`src/rtl/data_mem_alt.sv`:
```
`default_nettype none
// ============================================================================
//  Module      : data_mem_alt
//  Description : Simple dual-port synchronous RAM used as the frame-buffer
//                data store. One write port and one read port share a single
//                clock. Read data is registered (one cycle of latency) and is
//                held between reads. Both enables are active-low.
//
//  Ports       : clk      - single clock, rising-edge sampling
//                reset    - asynchronous active-high reset (read register only)
//                wr_en    - active-low write enable
//                rd_en    - active-low read enable
//                wr_addr  - write address
//                rd_addr  - read address
//                wr_data  - write data
//                rd_data  - registered read data
//
//  Build option: DATA_MEM_RD_BYPASS_EN
//                defined     - write-first forwarding on a same-address
//                              read/write collision (rd_data gets wr_data)
//                not defined - read-before-write (rd_data gets the old word)
//
//  Revision    : 1.0 - initial release
// ============================================================================
module data_mem_alt #(
    parameter int DATA_WIDTH = 8,
    parameter int ADDR_WIDTH = 8
) (
    input  logic                  clk,
    input  logic                  reset,
    input  logic                  wr_en,
    input  logic                  rd_en,
    input  logic [ADDR_WIDTH-1:0] wr_addr,
    input  logic [ADDR_WIDTH-1:0] rd_addr,
    input  logic [DATA_WIDTH-1:0] wr_data,
    output logic [DATA_WIDTH-1:0] rd_data
);

    localparam int c_DEPTH = 2 ** ADDR_WIDTH;

    // Storage powers up cleared through the declaration initialiser; it has
    // no reset path, so a reset never disturbs frame-buffer contents.
    logic [DATA_WIDTH-1:0] r_mem [c_DEPTH] = '{default: '0};
    logic [DATA_WIDTH-1:0] r_rd_data;

    logic                  w_wr_fire;
    logic                  w_rd_fire;
    logic [DATA_WIDTH-1:0] w_rd_word;

    // An X on an enable yields X here, which the if() below treats as false,
    // so an unknown enable behaves as "not enabled".
    assign w_wr_fire = (wr_en == 1'b0);
    assign w_rd_fire = (rd_en == 1'b0);

`ifdef DATA_MEM_RD_BYPASS_EN
    // Write-first: forward the incoming word on a same-address collision.
    assign w_rd_word = (w_wr_fire && (rd_addr == wr_addr)) ? wr_data
                                                            : r_mem[rd_addr];
`else
    // Read-before-write: the array read sees the word stored before this edge.
    assign w_rd_word = r_mem[rd_addr];
`endif

    // Write port: independent of reset, writes land even while reset is high.
    always_ff @(posedge clk) begin
        if (w_wr_fire) begin
            r_mem[wr_addr] <= wr_data;
        end
    end

    // Read port: reset clears the output register immediately and blocks reads.
    always_ff @(posedge clk or posedge reset) begin
        if (reset) begin
            r_rd_data <= '0;
        end else if (w_rd_fire) begin
            r_rd_data <= w_rd_word;
        end
    end

    assign rd_data = r_rd_data;

endmodule
`default_nettype wire

```
`config.mk`:
```
export PLATFORM = sky130hd
export DESIGN_NAME = data_mem_alt
export DESIGN_NICKNAME = d
export VERILOG_FILES = /design/src/rtl/data_mem_alt.sv
export SDC_FILE = /design/constraint.sdc
export NUM_CORES = 2
export LEC_CHECK = 0
export ABC_AREA = 0
export CAP_MARGIN = 20
export CORE_UTILIZATION = 50
export CTS_BUF_LIST = sky130_fd_sc_hd__clkbuf_8
export DETAILED_ROUTE_END_ITERATION = 16
export PLACE_DENSITY = 0.65
export SLEW_MARGIN = 25
export SYNTH_ARGS = -nofsm -noshare
export SYNTH_HDL_FRONTEND = slang
export SYNTH_SLANG_ARGS = --single-unit
```
`constraint.sdc`:
```
create_clock -name clk -period 2.52 [get_ports clk]
set_clock_uncertainty 0.2 [all_clocks]
set_input_delay 0.63 -clock clk [delete_from_list [all_inputs] [get_ports clk]]
set_output_delay 0.63 -clock clk [all_outputs]
set_load 0.01 [all_outputs]
```
==> qor.yml <==
totalWireLength_mm: 195.8
cts_setup_buffers: 0
fin_nets: 4662
cts_tree: "done"
cts.sinks: 2056
cp_slowest_cell: "a211oi_1"
clk_pin_slew_worst_paths_ns: 0.06
grt_pass1_wl_mm: 285.8
hold_path_class: "in -> reg"
cp_common_cell: "a211oi_1"
synth_top_cell_by_area: "edfxtp_1"
crit_path_end_kind: "register"
critPathMaxStageDelay_ns: 0.57
die_h_um: 400.5
overflow: 0
syn_area_per_cell_um2: 20.90
multiInputGateArea_mm2: 0.01723
crit_path_start_kind: "input port"
yosysUniqueCellTypes: 37
synthTopCellsByArea: "edfxtp_1 77%, mux4_2 12%, mux2_2 1.6%"
dieArea_mm2: 0.1604
maxCapViolations: 0
yosys_warnings: 0
instances_no_fill: 6940
outcome: "finished with violations"
core_area_mm2: 0.1569
wl_per_cell_um: 28.22
syn_inst: 3799
grt_pass1_vias: 42210
timing_hold_violations_final: 0
pin_count: 36
drtIter0Drc: 4449
vdd_ir_drop_max_uv: 463.7
violations: "setup timing"
post-route-period-util: 1.028
regArea_mm2: 0.06171
drive_gt1_frac: 0.3640
crit_fanout: 29
setup_viol: 4
drc: 0
die_w_um: 400.5
ant_nets: 0
p_leak_uw: 0.03119
synth_top_cell_area_share: 0.7744
viasPerCell: 5.978
place_inst: 6348
initial_utilization: 0.5060
firstDrtPassIters: 5
post-dp-hpwl_mm: 126.0
pre_cts_ws_ns: -1.324
rsz0062_at_grt: "yes"
area_growth_syn_to_layout_pct: 19.31
critPathKind: "in -> reg"
fin_ws_ns: -0.06988
required_ns: 3.26
cts-buffers-inserted: 338
syn_area_mm2: 0.07941
fillers: 11050
slew_headroom: 0.2321
ys_seq_area_frac: 0.7770
critPathArrivalTime_ns: 3.33
synth_flop_cell: "edfxtp_1"
syn_nets: 3827
post-route-min-period_ns: 2.590
drv_slew: 0
pwr_density_cell_mw_per_mm2: 716.9
antenna_found_initial: 8
cts_root_buf: "clkbuf_8"
num_vias: 41490
synth_edf_count: 2048
clk_path_buf_depth: 4
gp_congestion: 0.9464
max_freq_mhz: 386.1
grt_max_degree: 99
crit_chain: "buf_8 -> buf_12 -> buf_4 -> mux4_2 -> a211oi_1 -> a211oi_1 -> a21oi_1 -> a21oi_2 -> o32a_1"
rows: 145
postLayoutCoreUtil: 0.6037
htree_num_levels: 5
tightest_slew_ns: 1.149
worst_skew_pair.late_latency_ns: 1.02
synth-seq-cells: 2056
synth_async_sr_flop_share: 0.003891
port_buffers: 35
grt_use_total: 0.2448
==> routing by layer <==
metal  global-route usage  vias up  routed length (um)
met5                    0        -                  13
met4              0.08866        2                6302
met3              0.04147      352               15030
met2               0.3835     1777               94090
met1               0.3495    21780               80400
li1                     -    17580                   -
==> final timing paths <==
| path | from | end | slack, ns | cells after the start |
|---|---|---|---|---|
| min | wr_data[6] | r_mem[80][6]$_DFFE_PP_ | 0.40 | 2 |
| max in group asynchronous | reset | rd_data[5]$_DFFE_PP0N_ | 1.31 | 3 |
| min reg2reg | rd_data[7]$_DFFE_PP0N_ | rd_data[7]$_DFFE_PP0N_ | 0.43 | 1 |
| max | rd_addr[1] | rd_data[3]$_DFFE_PP0N_ | -0.07 | 9 |
| max reg2reg | r_mem[120][7]$_DFFE_PP_ | rd_data[7]$_DFFE_PP0N_ | -0.03 | 7 |
| min in group asynchronous | reset | rd_data[3]$_DFFE_PP0N_ | 0.45 | 3 |
==> report_power, final <==
group | switching [uW] | total (uW) | internal, uW
combinational | 2300 | 3950 | 1650
clock | 12600 | 26200 | 13600
sequential | 75.5 | 37800 | 37700
==> through the flow <==
stage | hold slack, ns | total power, uW | setup TNS [ns] | cell area, um^2
after global routing | 0.3593 | 70070 | -0.2996 | 94740
after CTS | 0.3109 | 68480 | -0.1813 | 94600
after global placement | 0.4708 | 42260 | -896.00 | 88090
after detailed placement | 0.4755 | 42310 | -905.76 | 88090
final | 0.4040 | 67920 | -0.1731 | 94740
after floorplan | 0.2457 | 40310 | -2.696 | 79990
==> area by class of cell <==
cell class / count / share of cell area
clock buffers: 350 / 0.05084
clock inverters: 232 / 0.01214
flip-flops and latches: 2056 / 0.6513
multi-input cells: 1510 / 0.1818
well taps: 2058 / 0.02718
diodes: 6 / 0.0001585
repair buffers: 724 / 0.07636
inverters: 4 / 0.0001585
==> sequential cells by signal, indices dropped and copies added, names as in the netlist <==
signal / count
r_mem: 2048
rd_data: 8
==> Yosys cell counts, drive strengths merged, types with 19 or more instances <==
library cell	n
o31ai	24
a21oi	72
clkbuf	133
nand2	89
a211oi	32
buf	96
a22oi	128
edfxtp	2048
mux2i	56
o22ai	88
nor3	32
or2	19
mux4	440
nor2	292
mux2	112
==> cell families after synthesis <==
family,after synthesis,share of synthesized area
buffers and inverters,233,0.01344
AOI/OAI and AO/OA,400,0.03479
and+or+nand+nor,502,0.02708
DFF,2056,0.7770
muxes,608,0.1477
==> critical path, delay by kind of cell <==
kind | cells | cell delay, ns
compound gates | 5 | 1.50
mux | 1 | 0.29
buf+inv | 3 | 0.86
==> cell usage in the layout (no fill, tap or decap), drive strengths merged, types with 32 or more instances in the layout <==
cell    synthesis  routed
a211oi         32      32
a21oi          72      72
a22oi         128     128
buf            96     700
clkbuf        133     350
clkinv          1     101
edfxtp       2048    2048
inv             3     120
mux2          112     112
mux2i          56      56
mux4          440     440
nand2          89      89
nor2          292     292
nor3           32      32
o22ai          88      88
==> repair_timing <==
item,in CTS,in global routing
pin swaps,24,11
endpoints found under the hold margin,435,0
hold buffers,9,0
setup endpoints to repair,16,12
resized for setup,145,24
(Power assumes the default switching activity.)
